**src/rtl/instr_loader.sv**
```systemverilog
// Program loader: takes a byte stream with a 16-bit word-count header, writes the words to
// instruction memory, zero-fills the remaining addresses, then releases the CPU via start_o.
module instr_loader #(
  parameter int DEPTH  = 256,
  parameter int ADDR_W = 8
) (
  input  logic              clk_i,
  input  logic              rst_i,
  input  logic              load_en_i,
  input  logic              byte_valid_i,
  input  logic [7:0]        byte_data_i,
  output logic              byte_ready_o,
  output logic              mem_we_o,
  output logic [ADDR_W-1:0] mem_addr_o,
  output logic [31:0]       mem_data_o,
  output logic              start_o,
  output logic              busy_o,
  output logic              err_o
);

  typedef enum logic [2:0] {
    IDLE,
    HDR0,
    HDR1,
    WORD,
    WRITE,
    FILL,
    DONE,
    ERR
  } state_t;

  localparam logic [15:0]     DEPTH_W   = 16'(DEPTH);
  localparam logic [ADDR_W:0] LAST_ADDR = (ADDR_W + 1)'(DEPTH - 1);
  localparam logic [ADDR_W:0] ONE       = (ADDR_W + 1)'(1);

  state_t state;
  state_t next_state;

  logic [15:0]     count;
  logic [ADDR_W:0] word_idx;
  logic [ADDR_W:0] fill_cnt;
  logic [1:0]      byte_idx;
  logic [31:0]     word_buf;
  logic            load_prev;
  logic            ready_q;

  logic            accept;
  logic            load_rise;
  logic [15:0]     hdr_count;
  logic [ADDR_W:0] next_idx;

  assign byte_ready_o = ready_q;
  assign accept       = byte_valid_i && ready_q;
  assign load_rise    = load_en_i && !load_prev;
  assign hdr_count    = {byte_data_i, count[7:0]};
  assign next_idx     = word_idx + ONE;

  always_ff @(posedge clk_i or posedge rst_i) begin
    if (rst_i) begin
      state <= IDLE;
    end else begin
      state <= next_state;
    end
  end

  always_comb begin
    next_state = state;
    mem_we_o   = 1'b0;
    mem_addr_o = '0;
    mem_data_o = '0;
    start_o    = 1'b0;
    busy_o     = 1'b1;
    err_o      = 1'b0;
    case (state)
      IDLE: begin
        busy_o = 1'b0;
        if (load_en_i) next_state = HDR0;
      end
      HDR0: begin
        if (accept) next_state = HDR1;
      end
      HDR1: begin
        if (accept) begin
          if (hdr_count > DEPTH_W)   next_state = ERR;
          else if (hdr_count == '0)  next_state = FILL;
          else                       next_state = WORD;
        end
      end
      WORD: begin
        if (accept && byte_idx == 2'd3) next_state = WRITE;
      end
      WRITE: begin
        mem_we_o   = 1'b1;
        mem_addr_o = word_idx[ADDR_W-1:0];
        mem_data_o = word_buf;
        if (16'(next_idx) == count) next_state = (count == DEPTH_W) ? DONE : FILL;
        else                        next_state = WORD;
      end
      FILL: begin
        mem_we_o   = 1'b1;
        mem_addr_o = fill_cnt[ADDR_W-1:0];
        if (fill_cnt == LAST_ADDR) next_state = DONE;
      end
      DONE: begin
        busy_o  = 1'b0;
        start_o = 1'b1;
        if (load_rise) next_state = HDR0;
      end
      ERR: begin
        busy_o = 1'b0;
        err_o  = 1'b1;
      end
      default: next_state = IDLE;
    endcase
  end

  // Datapath; ready is registered from the next state so it never depends on byte_valid_i.
  always_ff @(posedge clk_i or posedge rst_i) begin
    if (rst_i) begin
      count     <= '0;
      word_idx  <= '0;
      fill_cnt  <= '0;
      byte_idx  <= '0;
      word_buf  <= '0;
      load_prev <= 1'b0;
      ready_q   <= 1'b0;
    end else begin
      load_prev <= load_en_i;
      ready_q   <= (next_state == HDR0) || (next_state == HDR1) || (next_state == WORD);
      case (state)
        IDLE, DONE: begin
          if (next_state == HDR0) begin
            count    <= '0;
            word_idx <= '0;
            fill_cnt <= '0;
            byte_idx <= '0;
            word_buf <= '0;
          end
        end
        HDR0: begin
          if (accept) count[7:0] <= byte_data_i;
        end
        HDR1: begin
          if (accept) begin
            count[15:8] <= byte_data_i;
            word_idx    <= '0;
            fill_cnt    <= '0;
            byte_idx    <= '0;
          end
        end
        WORD: begin
          if (accept) begin
            word_buf[{byte_idx, 3'b000} +: 8] <= byte_data_i;
            byte_idx                          <= byte_idx + 2'd1;
          end
        end
        WRITE: begin
          // The fill counter starts right after the last data word.
          word_idx <= next_idx;
          fill_cnt <= next_idx;
        end
        FILL: begin
          fill_cnt <= fill_cnt + ONE;
        end
        default: begin
        end
      endcase
    end
  end

endmodule
```
**config.mk**
```make
export PLATFORM = sky130hd
export DESIGN_NAME = instr_loader
export DESIGN_NICKNAME = d
export VERILOG_FILES = /design/src/rtl/instr_loader.sv
export SDC_FILE = /design/constraint.sdc
export NUM_CORES = 1
export LEC_CHECK = 0
export BUFFER_PORTS_ARGS = -buffer_cell sky130_fd_sc_hd__buf_2
export CAP_MARGIN = 20
export CORE_UTILIZATION = 54
export CTS_BUF_LIST = sky130_fd_sc_hd__clkbuf_8 sky130_fd_sc_hd__clkbuf_16
export DETAILED_ROUTE_END_ITERATION = 7
export GPL_TIMING_DRIVEN = 0
export HOLD_SLACK_MARGIN = 0.03
export PLACE_DENSITY = 0.82
export SYNTH_ARGS = -nofsm -noshare
export SYNTH_HDL_FRONTEND = slang
export SYNTH_SLANG_ARGS = --single-unit
```
**constraint.sdc**
```tcl
create_clock -name clk_i -period 6.11 [get_ports clk_i]
set_input_delay 0.3055 -clock clk_i [delete_from_list [all_inputs] [get_ports clk_i]]
set_output_delay 0.3055 -clock clk_i [all_outputs]
set_load 0.005 [all_outputs]
```
==> reports/metrics.yaml, run 1 <==
run_status: "completed"
stdcell_count: 615
synth_area_leader_cell: "sky130_fd_sc_hd__dfrtp_1"
internal_power_mw: 0.641
postCtsSetupBuffers: 0
synth_edf_count: 0
cts-buffers-inserted: 9
synthXorXnorAreaFrac_pct: 3.48
fraction_of_final_layout_cells_sized_beyond_drive_strength_1_pct: 15.3
timing.critical_path.max_delay_family: "buffers and inverters"
rsz0062_at_grt: "false"
crit_slowest_cell: "sky130_fd_sc_hd__buf_1"
synth_top_cells_by_area: "sky130_fd_sc_hd__dfrtp_1 44%, sky130_fd_sc_hd__a22o_1 8.8%, sky130_fd_sc_hd__and3_1 5.5%"
die-width_um: 89.9
routedWlPerCell_um: 18.0
vias_in_the_first_global_route: 3599
fp.dieArea_mm2: 0.00809
cts_buffer_depth: 2
setup_viol_count_final: 0
max-vdd-ir-drop_mv: 0.118
r2r_setup_slack_ns: 3.02
worst_setup_path_endpoint: "mem_addr_o[3]"
synth-warning-count: 0
final_hold_viol_count: 0
worst_margin_pin_slew_ns: 0.929
clock_tree_from_tritoncts: "built"
gr-usage-all-layers_pct: 28.2
clk_root_buffer_cell: "sky130_fd_sc_hd__clkbuf_8"
fp.coreArea_mm2: 0.00737
grt_use_met1_pct: 40.1
switching_power_mw: 0.228
power.share.switching_pct: 26.3
numPlacedInstances: 599
fin_crit_ns: 3.27
synth_ff_type: "sky130_fd_sc_hd__dfrtp_1"
io-pin-count: 57
p_total_mw: 0.869
globalRouteMet2Util_pct: 43.0
post_dp_cell_area_mm2: 0.00458
buffer_ports.inserted: 55
worst-r2r-cell-count: 12
critical_path_class: "reg2out"
pwr_density_cell_mw_per_mm2: 183
worstHoldPathType: "in2reg"
postSynthNetCount: 465
post_synthesis_cells: 445
pin_count_of_the_biggest_net_entering_global_routing: 74
r2r_end: "word_idx[0]$_DFFE_PP0P_"
fillerInstances: 628
post_synth_instance_area_mm2: 0.00418
fmaxAchievable_ghz: 0.306
reg_power_share_pct: 55.6
first_pass_grt_wire_length_um: 18000
worst_ep_required_time_ns: 5.80
max_stage_delay_ns: 0.59
nets: 531
die_y_um: 89.9
path_depth: 7
clkPwrFrac_pct: 41.8
finalWorstSetupSlack_ns: 2.84
post_synth_and_or_nand_nor_area_fraction_pct: 21.7
route.final.wire_length_um: 11100
area.growth.synth_to_final_pct: 14.0
postCtsHoldBufs: 0
synth_sequential_area_ratio_pct: 43.8
register_area_mm2: 0.00183
hpwl_um: 7780
cp_cell_sequence: "clkbuf_1, clkbuf_1, buf_1, buf_1, mux2i_1, nor2_1, buf_2"
cap_viol_max_count: 0
holdWs_ns: 0.0958
totalNegativeSetupSlack_ns: 0
leakagePower_nw: 2.49
worst-endpoint-arrival_ns: 2.97
post_synth_fa_ha_maj_area_fraction_pct: 2.40
post-route-drc-count: 0
grt_use_met3_pct: 5.84
synth_largest_type_area_fraction_pct: 43.8
finish.utilization_pct: 64.6
insertedDiodeCount: 0
dr.first_iter.drc_count: 370
detail_route.vias_per_cell: 6.26
cp-start-kind: "flip-flop"
final.period_utilization_pct: 53.6
max-slew-margin-rel_pct: 37.6
critical_path_buffer_and_inverter_count: 5
synth.mux.area_fraction_pct: 3.24
crit-reg2reg-launch: "fill_cnt[0]$_DFFE_PP0P_"
globalRoute.totalOverflow: 0
timing.clock.skew_ns: 0.0122
synth-compound-area-share_pct: 21.0
gr-max-usage-layer: "met2"
netlist-cell-type-count: 56
initial_core_util_pct: 56.7
clkLatencyLatePin_ns: 0.36
detail-route-antenna-nets: 0
power_frac_comb_pct: 2.6
clkTransAtPathRegs_ns: 0.08
worstPathMaxFanout: 10
postSynth.asyncResetShare_pct: 100
ys_ff_latch: 73
antenna_found_initial: 0
depth_of_the_cts_h_tree: 3
gp_congestion: 0.932
synth_top_family_by_area: "simple AND/OR/NAND/NOR gates"
drt_first_pass_iters: 5
timing.critical_path.from: "state[0]$_DFF_PP0_"
area_of_combinational_cells_with_multiple_inputs_mm2: 0.00217
syn-mean-instance-area_um2: 9.38
finish.instance_area_mm2: 0.00476
place_worst_setup_slack_ns: 3.15
std_cell_rows: 31
vias: 3847
timing.final.max_slew_violations: 0
ctsResizeCount: 0
cts_num_sinks: 73
timing.critical_path.to_type: "output pin"
[area by class of cell]
| type | count | area share (%) |
|---|---|---|
| Buffer | 33 | 2.81 |
| Clock buffer | 9 | 2.60 |
| Clock inverter | 7 | 1.24 |
| Inverter | 13 | 1.08 |
| Multi-Input combinational cell | 326 | 45.5 |
| Sequential cell | 73 | 38.4 |
| Tap cell | 99 | 2.60 |
| Timing Repair Buffer | 55 | 5.78 |
[cell usage in the layout, fill, tap and decap left out, types with 3 or more instances in the layout]
master / Yosys / layout
sky130_fd_sc_hd__dfrtp_1: 73 / 73
sky130_fd_sc_hd__nand3_1: 8 / 8
sky130_fd_sc_hd__o21ai_0: 27 / 27
sky130_fd_sc_hd__a31oi_1: 3 / 3
sky130_fd_sc_hd__and3_1: 37 / 37
sky130_fd_sc_hd__ha_1: 8 / 8
sky130_fd_sc_hd__nor3b_1: 3 / 3
sky130_fd_sc_hd__nor2b_1: 9 / 9
sky130_fd_sc_hd__or3_1: 7 / 7
sky130_fd_sc_hd__inv_1: 13 / 12
sky130_fd_sc_hd__or4_1: 3 / 3
sky130_fd_sc_hd__nand2_1: 38 / 38
sky130_fd_sc_hd__o2bb2ai_1: 4 / 4
sky130_fd_sc_hd__and4_1: 4 / 4
sky130_fd_sc_hd__nor4_1: 4 / 4
sky130_fd_sc_hd__mux2i_1: 12 / 12
sky130_fd_sc_hd__o21ai_1: 5 / 5
sky130_fd_sc_hd__xnor2_1: 7 / 7
sky130_fd_sc_hd__clkbuf_1: 27 / 27
sky130_fd_sc_hd__nand2b_1: 4 / 4
sky130_fd_sc_hd__nor2_1: 26 / 26
sky130_fd_sc_hd__nor3_1: 7 / 7
sky130_fd_sc_hd__xor2_1: 7 / 7
sky130_fd_sc_hd__nand4_1: 3 / 3
sky130_fd_sc_hd__inv_6: 0 / 5
sky130_fd_sc_hd__a21o_1: 5 / 5
sky130_fd_sc_hd__buf_1: 3 / 3
sky130_fd_sc_hd__a22o_1: 42 / 42
sky130_fd_sc_hd__clkbuf_8: 0 / 9
sky130_fd_sc_hd__a21oi_1: 15 / 15
sky130_fd_sc_hd__buf_2: 2 / 57
sky130_fd_sc_hd__o22ai_1: 8 / 8
[sequential cells by signal, indices dropped and copies added (netlist names)]
signal and flops:
word_idx 9, byte_idx 2, byte_ready_o 1, state 3, load_prev 1, count 16
fill_cnt 9, word_buf 32
[Yosys cell counts, types with 4 or more instances]
cell	instances
sky130_fd_sc_hd__nor3_1	7
sky130_fd_sc_hd__nand2_1	38
sky130_fd_sc_hd__or3_1	7
sky130_fd_sc_hd__a21o_1	5
sky130_fd_sc_hd__o21ai_1	5
sky130_fd_sc_hd__o21ai_0	27
sky130_fd_sc_hd__nor2b_1	9
sky130_fd_sc_hd__clkbuf_1	27
sky130_fd_sc_hd__o2bb2ai_1	4
sky130_fd_sc_hd__a22o_1	42
sky130_fd_sc_hd__nor4_1	4
sky130_fd_sc_hd__inv_1	13
sky130_fd_sc_hd__nor2_1	26
sky130_fd_sc_hd__xnor2_1	7
sky130_fd_sc_hd__xor2_1	7
sky130_fd_sc_hd__a21oi_1	15
sky130_fd_sc_hd__nand3_1	8
sky130_fd_sc_hd__nand2b_1	4
sky130_fd_sc_hd__and4_1	4
sky130_fd_sc_hd__ha_1	8
sky130_fd_sc_hd__dfrtp_1	73
sky130_fd_sc_hd__and3_1	37
sky130_fd_sc_hd__o22ai_1	8
sky130_fd_sc_hd__mux2i_1	12
[power by group through the flow]
| stage | logic [mW] | clock network [mW] | registers (mW) |
|---|---|---|---|
| after floorplan | 0.00896 | 0 | 0.493 |
| after global placement | 0.0224 | 0 | 0.493 |
| after detailed placement | 0.0227 | 0 | 0.493 |
| after CTS | 0.0228 | 0.364 | 0.483 |
| after global routing | 0.0249 | 0.384 | 0.483 |
| final | 0.0227 | 0.363 | 0.483 |
[worst min path at each step]
stage          cells after the start                   to       from
6_report                           1  load_prev$_DFF_PP0_  load_en_i
5_1_grt                            1  load_prev$_DFF_PP0_  load_en_i
4_1_cts                            1  load_prev$_DFF_PP0_  load_en_i
3_5_place_dp                       1  load_prev$_DFF_PP0_  load_en_i
3_3_place_gp                       1  load_prev$_DFF_PP0_  load_en_i
2_1_floorplan                      0  load_prev$_DFF_PP0_  load_en_i
[worst reg2reg max path: stages, from the launching register on]
cell and delay, ns:
sky130_fd_sc_hd__dfrtp_1 0.43, sky130_fd_sc_hd__ha_1 0.24, sky130_fd_sc_hd__and3_1 0.21, sky130_fd_sc_hd__and3_1 0.21, sky130_fd_sc_hd__and3_1 0.20, sky130_fd_sc_hd__ha_1 0.24
sky130_fd_sc_hd__nor3b_1 0.23, sky130_fd_sc_hd__a31oi_1 0.08, sky130_fd_sc_hd__a21oi_1 0.32, sky130_fd_sc_hd__nand4bb_1 0.22, sky130_fd_sc_hd__a21o_1 0.21, sky130_fd_sc_hd__buf_6 0.14
sky130_fd_sc_hd__mux2_4 0.25
[logic make-up after synthesis]
kind of cell               count (synthesis)
muxes                                     13
DFF                                       73
adders and majority gates                  8
AOI/OAI and AO/OA                        125
xor gates and xnor gates                  15
buffers and inverters                     46
and+or+nand+nor                          165
[per-layer routing]
metal / share of wire (%) / vias to the layer above
li1: - / 1775
met4: 1.9 / 0
met5: 0 / -
met2: 46 / 171
met1: 45 / 1877
met3: 7.7 / 24
Power figures use the tool's default switching activity.
==> inputs of run 2 (changes only) <==
--- a/config.mk
+++ b/config.mk
@@ -5,6 +5,7 @@
 export SDC_FILE = /design/constraint.sdc
 export NUM_CORES = 1
 export LEC_CHECK = 0
+export ABC_AREA = 1
 export BUFFER_PORTS_ARGS = -buffer_cell sky130_fd_sc_hd__buf_2
 export CAP_MARGIN = 20
 export CORE_UTILIZATION = 54
@@ -12,7 +13,7 @@
 export DETAILED_ROUTE_END_ITERATION = 7
 export GPL_TIMING_DRIVEN = 0
 export HOLD_SLACK_MARGIN = 0.03
-export PLACE_DENSITY = 0.82
+export PLACE_DENSITY = 0.81
 export SYNTH_ARGS = -nofsm -noshare
 export SYNTH_HDL_FRONTEND = slang
 export SYNTH_SLANG_ARGS = --single-unit
==> constraint.sdc (replaced) <==
create_clock -name clk_i -period 3.03 [get_ports clk_i]
set_input_delay 0.1515 -clock clk_i [delete_from_list [all_inputs] [get_ports clk_i]]
set_output_delay 0.1515 -clock clk_i [all_outputs]
set_load 0.005 [all_outputs]
==> run 2 against run 1 <==
The run now ends with hold timing left. Routed wire length rose by 1.2%. Utilization fell by 0.12 points. Clock power rose by 77%. Critical path type is now reg2reg. Clock skew fell by 0.0031 ns. Largest cell class unchanged.
==> reports/metrics.yaml, run 2 <==
fraction_of_final_layout_cells_sized_beyond_drive_strength_1_pct: 14.2  # was 15.3%
vias: 4348  # was 3,847
synth_sequential_area_ratio_pct: 40.6  # was 43.8%
fp.coreArea_mm2: 0.00789  # was 0.00737 mm^2
post-route-drc-count: 0  # unchanged
rsz0062_at_grt: "false"  # unchanged
crit-reg2reg-launch: "fill_cnt[0]$_DFFE_PP0P_"  # unchanged
clk_root_buffer_cell: "sky130_fd_sc_hd__clkbuf_8"  # unchanged
postSynthNetCount: 671  # was 465
worst_margin_pin_slew_ns: 0.904  # was 0.929 ns
holdWs_ns: -0.00247  # was 0.0958 ns
post_dp_cell_area_mm2: 0.00491  # was 0.00458 mm^2
clkLatencyLatePin_ns: 0.35  # was 0.36 ns
die_y_um: 93.3  # was 89.9 um
pin_count_of_the_biggest_net_entering_global_routing: 74  # unchanged
finish.instance_area_mm2: 0.00508  # was 0.00476 mm^2
fp.dieArea_mm2: 0.00871  # was 0.00809 mm^2
max-slew-margin-rel_pct: 39.8  # was 37.6%
most_frequent_standard_cell_in_the_layout_excluding_fill_and_tap_cells: "sky130_fd_sc_hd__nand2_1"  # was sky130_fd_sc_hd__dfrtp_1
buffer_ports.inserted: 56  # was 55
cts_num_sinks: 73  # unchanged
run_status: "complete, but fails checks"  # was completed
drt_first_pass_iters: 5  # unchanged
post_synth_instance_area_mm2: 0.00450  # was 0.00418 mm^2
met1_length_um: 5340  # was 4930 um
routed-wl-met3_um: 710  # was 857 um
vias_in_the_first_global_route: 4119  # was 3,599
initial_core_util_pct: 57.1  # was 56.7%
synth_edf_count: 0  # unchanged
fin_crit_ns: 2.81
post_synthesis_cells: 651  # was 445
cap_viol_max_count: 0  # unchanged
failing_checks: "hold timing"
finalWorstSetupSlack_ns: 0.216  # was 2.84 ns
die-width_um: 93.3  # was 89.9 um
std_cell_rows: 32  # was 31
final.period_utilization_pct: 92.9
r2r_setup_slack_ns: 0.22  # was 3.02 ns
routedWlPerCell_um: 13.6  # was 18.0 um
nets: 739  # was 531
insertedDiodeCount: 0  # unchanged
first_pass_grt_wire_length_um: 18800  # was 18,000 um
postCtsSetupBuffers: 0  # unchanged
r2r_end: "word_buf[31]$_DFFE_PP0P_"  # was word_idx[0]$_DFFE_PP0P_
cts_buffer_depth: 2  # unchanged
syn-mean-instance-area_um2: 6.92  # was 9.38 um^2
final_hold_viol_count: 5  # was 0
numPlacedInstances: 809  # was 599
timing.final.max_slew_violations: 0  # unchanged
antenna_found_initial: 0  # unchanged
cts-buffers-inserted: 9  # unchanged
largest_reg_flops: 32  # unchanged
synth_area_leader_cell: "sky130_fd_sc_hd__dfrtp_1"  # unchanged
place_worst_setup_slack_ns: 0.238  # was 3.15 ns
gr-usage-all-layers_pct: 27.7  # was 28.2%
worst-r2r-cell-count: 15  # was 12
biggestRegsByFlops: "word_buf: 32 flops, count: 16 flops"  # unchanged
met2_wirelength_um: 4960  # was 5060 um
pwr_density_cell_mw_per_mm2: 327  # was 183 mW/mm^2
worst_ep_required_time_ns: 3.26  # was 5.80 ns
ys_ff_latch: 73  # unchanged
globalRoute.totalOverflow: 0  # unchanged
dr.first_iter.drc_count: 398  # was 370
gp_congestion: 0.945  # was 0.932
route.final.wire_length_um: 11200  # was 11,100 um
synth_ff_type: "sky130_fd_sc_hd__dfrtp_1"  # unchanged
leakagePower_nw: 2.76  # was 2.49 nW
clkTransAtPathRegs_ns: 0.07  # was 0.08 ns
area.growth.synth_to_final_pct: 12.9  # was 14.0%
synthMostInstantiatedCell: "sky130_fd_sc_hd__nand2_1"  # was sky130_fd_sc_hd__dfrtp_1
largest-register: "word_buf"  # unchanged
hpwl_um: 8330  # was 7780 um
synth_top_cells_by_area: "sky130_fd_sc_hd__dfrtp_1 41%, sky130_fd_sc_hd__nand2_1 17%, sky130_fd_sc_hd__inv_1 9.1%"  # was sky130_fd_sc_hd__dfrtp_1 44%, sky130_fd_sc_hd__a22o_1 8.8%, sky130_fd_sc_hd__and3_1 5.5%
worstPathMaxFanout: 10  # unchanged
synth-warning-count: 0  # unchanged
postSynth.asyncResetShare_pct: 100  # unchanged
detail_route.vias_per_cell: 5.26  # was 6.26
netlist-cell-type-count: 39  # was 56
cp-start-kind: "flip-flop"  # unchanged
synth_common_cells: "200 x sky130_fd_sc_hd__nand2_1, 109 x sky130_fd_sc_hd__inv_1, 93 x sky130_fd_sc_hd__nor2_1, 73 x sky130_fd_sc_hd__dfrtp_1, 39 x sky130_fd_sc_hd__nand4_1"  # was 73 x sky130_fd_sc_hd__dfrtp_1, 42 x sky130_fd_sc_hd__a22o_1, 38 x sky130_fd_sc_hd__nand2_1, 37 x sky130_fd_sc_hd__and3_1
totalNegativeSetupSlack_ns: 0  # unchanged
timing.clock.skew_ns: 0.00907  # was 0.0122 ns
fmaxAchievable_ghz: 0.355
timing.critical_path.to_type: "flip-flop"  # was output pin
critical_path_class: "reg2reg"  # was reg2out
route.top_layer_used: "met4"  # unchanged
synth_largest_type_area_fraction_pct: 40.6  # was 43.8%
depth_of_the_cts_h_tree: 3  # unchanged
worst-endpoint-arrival_ns: 3.05  # was 2.97 ns
layout.cells.most_common_list: "200 x sky130_fd_sc_hd__nand2_1, 111 x sky130_fd_sc_hd__inv_1, 93 x sky130_fd_sc_hd__nor2_1"  # was 73 x sky130_fd_sc_hd__dfrtp_1, 57 x sky130_fd_sc_hd__buf_2, 42 x sky130_fd_sc_hd__a22o_1
worstHoldPathType: "in2async"  # was in2reg
stdcell_count: 826  # was 615
max-vdd-ir-drop_mv: 0.220  # was 0.118 mV
clock_tree_from_tritoncts: "built"  # unchanged
detail-route-antenna-nets: 0  # unchanged
setup_viol_count_final: 0  # unchanged
io-pin-count: 57  # unchanged
==> run 2: changes by cell type after synthesis, sizes merged, moves of 9 or more <==
cell,delta
nor2b,-9
nand4,+37
nand2,+166
a22o,-42
clkbuf,-20
o21ai,-9
inv,+97
nor2,+71
a21oi,-10
and3,-37
nand3,+28
mux2i,-12
==> run 2: logic make-up (layout without fill, tap and decap cells) <==
family | count (synthesis) | count (layout) | share of synthesized area [%]
simple gates | 392 | 392 | 38.8
flops | 73 | 73 | 40.6
xor+xnor | 2 | 2 | 0.389
buf+inv | 130 | 203 | 12.3
fa+ha+maj | 8 | 8 | 2.22
compound gates | 46 | 46 | 5.81
==> run 2: per-layer routing <==
layer	up-vias	global-route usage (%)
li1	2181	-
met1	2006	39.4
met4	0	7.56
met2	141	42.9
met3	20	5.93
met5	-	0
==> run 2: what timing repair did <==
action,4_1_cts,5_1_grt
hold buffers,1,0
hold endpoints to repair,1,0
endpoints found under the setup margin,0,1
resized for setup,0,1
==> run 2: area by class of cell <==
class	instances	area, um^2
clock inverter	7	31.3
inverter	110	415
timing repair buffer	57	290
buffer	20	139
tap	102	128
multi-input combinational	448	2130
sequential	73	1830
clock buffer	9	124
fill	731	2800
==> run 2: worst max-delay path, stage by stage, from the launching register on <==
cell and delay (ns):
sky130_fd_sc_hd__dfrtp_1 0.40, sky130_fd_sc_hd__ha_1 0.21, sky130_fd_sc_hd__nand3_1 0.13, sky130_fd_sc_hd__nor2_1 0.20, sky130_fd_sc_hd__nand3_1 0.14, sky130_fd_sc_hd__nor2_1 0.13
sky130_fd_sc_hd__ha_1 0.21, sky130_fd_sc_hd__o21ai_1 0.10, sky130_fd_sc_hd__nor4_2 0.30, sky130_fd_sc_hd__nand2_1 0.15, sky130_fd_sc_hd__nand3_2 0.12, sky130_fd_sc_hd__nand2_4 0.10
sky130_fd_sc_hd__buf_12 0.18, sky130_fd_sc_hd__buf_8 0.13, sky130_fd_sc_hd__nand4_1 0.12, sky130_fd_sc_hd__nand2_1 0.07
==> run 2: power breakdown <==
group	switching [mW]	internal (mW)
Sequential	0.000299	0.974
Combinational	0.0377	0.00754
Clock	0.361	0.283
Total	0.399	1.26
==> run 2: worst max path at each step <==
stage          slack [ns]                        to                     from  cells after the start
6_report             0.22  word_buf[31]$_DFFE_PP0P_  fill_cnt[0]$_DFFE_PP0P_                     15
5_1_grt              0.07  word_buf[31]$_DFFE_PP0P_  fill_cnt[0]$_DFFE_PP0P_                     15
4_1_cts              0.22  word_buf[31]$_DFFE_PP0P_  fill_cnt[0]$_DFFE_PP0P_                     15
3_5_place_dp         0.24  word_buf[31]$_DFFE_PP0P_  fill_cnt[0]$_DFFE_PP0P_                     15
3_3_place_gp         0.18   word_buf[1]$_DFFE_PP0P_                    rst_i                      2
2_1_floorplan        0.80   word_buf[0]$_DFFE_PP0P_  fill_cnt[0]$_DFFE_PP0P_                     15
==> run 2: metrics by stage <==
stage	power (mW)	util, %
finish	1.66	64.5
global route	1.72	64.5
CTS	1.67	64.4
detailed placement	1.04	62.3
global placement	1.04	62.3
floorplan	1.01	-
==> inputs of run 3 (changes only) <==
--- a/config.mk
+++ b/config.mk
@@ -8,12 +8,14 @@
 export ABC_AREA = 1
 export BUFFER_PORTS_ARGS = -buffer_cell sky130_fd_sc_hd__buf_2
 export CAP_MARGIN = 20
-export CORE_UTILIZATION = 54
+export CELL_PAD_IN_SITES_DETAIL_PLACEMENT = 1
+export CELL_PAD_IN_SITES_GLOBAL_PLACEMENT = 2
+export CORE_UTILIZATION = 33
 export CTS_BUF_LIST = sky130_fd_sc_hd__clkbuf_8 sky130_fd_sc_hd__clkbuf_16
 export DETAILED_ROUTE_END_ITERATION = 7
 export GPL_TIMING_DRIVEN = 0
 export HOLD_SLACK_MARGIN = 0.03
-export PLACE_DENSITY = 0.81
+export PLACE_DENSITY = 0.87
 export SYNTH_ARGS = -nofsm -noshare
 export SYNTH_HDL_FRONTEND = slang
 export SYNTH_SLANG_ARGS = --single-unit
==> run 3 against run 2 <==
The run now ends clean. First-iteration DRC count fell by 50%. Combinational power rose by 16%. Clock power rose by 85%. Final area rose by 6.2%. Via count rose by 1.3%. Cell count rose by 9.3%. Sequential share of layout area fell by 2.1 points. Total power rose by 33%. Global-route usage fell by 7.1 points. Critical path depth did not move. Routed wire length rose by 22%. Utilization fell by 24 points. Critical endpoint unchanged. Largest cell class unchanged.
==> reports/metrics.yaml, run 3 (same netlist as run 2, synthesis figures left out) <==
worst_margin_pin_slew_ns: 0.841  # was 0.904 ns
holdWs_ns: 0.102  # was -0.00247 ns
gr-usage-all-layers_pct: 20.7  # was 27.7%
crit_slowest_cell: "sky130_fd_sc_hd__dfrtp_1"  # unchanged
fraction_of_final_layout_cells_sized_beyond_drive_strength_1_pct: 14.9  # was 14.2%
vias_in_the_first_global_route: 4494  # was 4,119
final_hold_viol_count: 0  # was 5
critical_path_buffer_and_inverter_count: 2  # unchanged
initial_core_util_pct: 33.9  # was 57.1%
fillerInstances: 1734  # was 731
die-width_um: 119  # was 93.3 um
timing.critical_path.to_type: "flip-flop"  # unchanged
leakagePower_nw: 2.84  # was 2.76 nW
detail_route.vias_per_cell: 4.88  # was 5.26
gp_congestion: 0.888  # was 0.945
routedWlPerCell_um: 15.1  # was 13.6 um
depth_of_the_cts_h_tree: 3  # unchanged
largest_reg_flops: 32  # unchanged
nets: 742  # was 739
clk_root_buffer_cell: "sky130_fd_sc_hd__clkbuf_16"  # was sky130_fd_sc_hd__clkbuf_8
globalRoute.totalOverflow: 0  # unchanged
register_area_mm2: 0.00183  # unchanged
post-route-drc-count: 0  # unchanged
worst-endpoint-arrival_ns: 3.02  # was 3.05 ns
cap_viol_max_count: 0  # unchanged
setup_viol_count_final: 0  # unchanged
pin_count_of_the_biggest_net_entering_global_routing: 64  # was 74
area_of_combinational_cells_with_multiple_inputs_mm2: 0.00213  # unchanged
die_y_um: 119  # was 93.3 um
timing.final.max_slew_violations: 0  # unchanged
worst_ep_required_time_ns: 3.26  # about the same
critical_path_class: "reg2reg"  # unchanged
final.period_utilization_pct: 92.1  # was 92.9%
max-vdd-ir-drop_mv: 0.287  # was 0.220 mV
clock_tree_from_tritoncts: "built"  # unchanged
clkLatencyLatePin_ns: 0.34  # was 0.35 ns
area.growth.synth_to_final_pct: 19.9  # was 12.9%
fp.dieArea_mm2: 0.0141  # was 0.00871 mm^2
std_cell_rows: 42  # was 32
hpwl_um: 10600  # was 8330 um
route.final.wire_length_um: 13700  # was 11,200 um
timing.critical_path.max_delay_family: "simple AND/OR/NAND/NOR gates"  # unchanged
fp.coreArea_mm2: 0.0133  # was 0.00789 mm^2
fin_crit_ns: 2.79  # was 2.81 ns
clkTransAtPathRegs_ns: 0.06  # was 0.07 ns
first_pass_grt_wire_length_um: 22700  # was 18,800 um
finish.utilization_pct: 40.6  # was 64.5%
cts-buffers-inserted: 9  # unchanged
layout.cells.most_common_list: "200 x sky130_fd_sc_hd__nand2_1, 108 x sky130_fd_sc_hd__inv_1, 93 x sky130_fd_sc_hd__nor2_1"  # was 200 x sky130_fd_sc_hd__nand2_1, 111 x sky130_fd_sc_hd__inv_1, 93 x sky130_fd_sc_hd__nor2_1
fmaxAchievable_ghz: 0.359  # was 0.355 GHz
insertedDiodeCount: 0  # unchanged
max-slew-margin-rel_pct: 43.6  # was 39.8%
max_stage_delay_ns: 0.40  # about the same
most_frequent_standard_cell_in_the_layout_excluding_fill_and_tap_cells: "sky130_fd_sc_hd__nand2_1"  # unchanged
biggestRegsByFlops: "word_buf: 32 flops, count: 16 flops"  # unchanged
detail-route-antenna-nets: 0  # unchanged
pwr_density_cell_mw_per_mm2: 411  # was 327 mW/mm^2
largest-register: "word_buf"  # unchanged
run_status: "completed"  # was complete, but fails checks
vias: 4404  # was 4,348
io-pin-count: 57  # unchanged
cp-start-kind: "flip-flop"  # unchanged
worstPathMaxFanout: 10  # unchanged
antenna_found_initial: 0  # unchanged
worstHoldPathType: "in2reg"  # was in2async
buffer_ports.inserted: 56  # unchanged
rsz0062_at_grt: "false"  # unchanged
timing.clock.skew_ns: 0.00726  # was 0.00907 ns
drt_first_pass_iters: 4  # was 5
cts_num_sinks: 73  # unchanged
cts_buffer_depth: 2  # unchanged
cp_cell_sequence: "ha_1, nand3_1, nor2_1, nand3_1, nor2_1, ha_1, o21ai_1, nor4_2, nand2_1, nand3_2, nand2_4, buf_12, buf_8, nand4_1, nand2_1"  # unchanged
dr.first_iter.drc_count: 200  # was 398
## run 3: what timing repair did
action,4_1_cts,5_1_grt
hold buffers,2,0
gates resized for setup,0,1
hold endpoints to repair,11,0
buffers inserted,0,1
endpoints found under the setup margin,0,60
## run 3: worst paths after layout
path	from	to	slack (ns)	cells past startpoint
worst max-delay path	fill_cnt[0]$_DFFE_PP0P_	word_buf[31]$_DFFE_PP0P_	0.24	15
worst min-delay path	byte_data_i[4]	count[4]$_DFFE_PP0P_	0.10	3
worst max register to register	fill_cnt[0]$_DFFE_PP0P_	word_buf[31]$_DFFE_PP0P_	0.24	15
worst min register to register	word_buf[31]$_DFFE_PP0P_	word_buf[31]$_DFFE_PP0P_	0.47	2
max in group asynchronous	rst_i	count[13]$_DFFE_PP0P_	2.18	4
min in group asynchronous	rst_i	fill_cnt[5]$_DFFE_PP0P_	0.27	3
## run 3: layout make-up
| type | instances | share of cell area [%] |
|---|---|---|
| tap | 176 | 4.08 |
| clock inverter | 6 | 1.69 |
| timing repair buffer | 60 | 6.21 |
| sequential | 73 | 33.8 |
| buffer | 20 | 2.57 |
| multi-input combinational | 448 | 39.5 |
| inverter | 110 | 7.70 |
| clock buffer | 10 | 4.43 |
## run 3: metrics by stage
stage	setup TNS (ns)	std cells	instance area (um^2)	setup slack (ns)	power [mW]
6_report	0	903	5400	0.241	2.22
4_1_cts	0	902	5380	0.0565	2.25
2_1_floorplan	0	651	4500	0.804	1.01
3_5_place_dp	0	884	5030	0.0872	1.05
5_1_grt	0	903	5400	0.0138	2.29
3_3_place_gp	-0.468	883	5000	-0.0138	1.04
## run 3: where the power goes
part           internal, mW  switching (mW)
Sequential            0.975        0.000330
Clock                 0.746           0.443
Combinational        0.0121          0.0402
## run 3: worst reg2reg max path: cells and delay by family (launching register included)
| kind | cells | cell delay [ns] |
|---|---|---|
| buffers and inverters | 2 | 0.32 |
| flip-flops | 1 | 0.40 |
| adder cells (fa/ha/maj) | 2 | 0.41 |
| AO/OA/AOI/OAI | 1 | 0.10 |
| AND/OR/NAND/NOR | 10 | 1.45 |
## run 3: routing by layer
metal	track usage, %	vias up	routed length, um
met2	33.6	58	6430
met3	2.30	14	309
met4	7.59	0	247
met1	28.3	2149	6660
met5	0	-	0
li1	-	2183	-
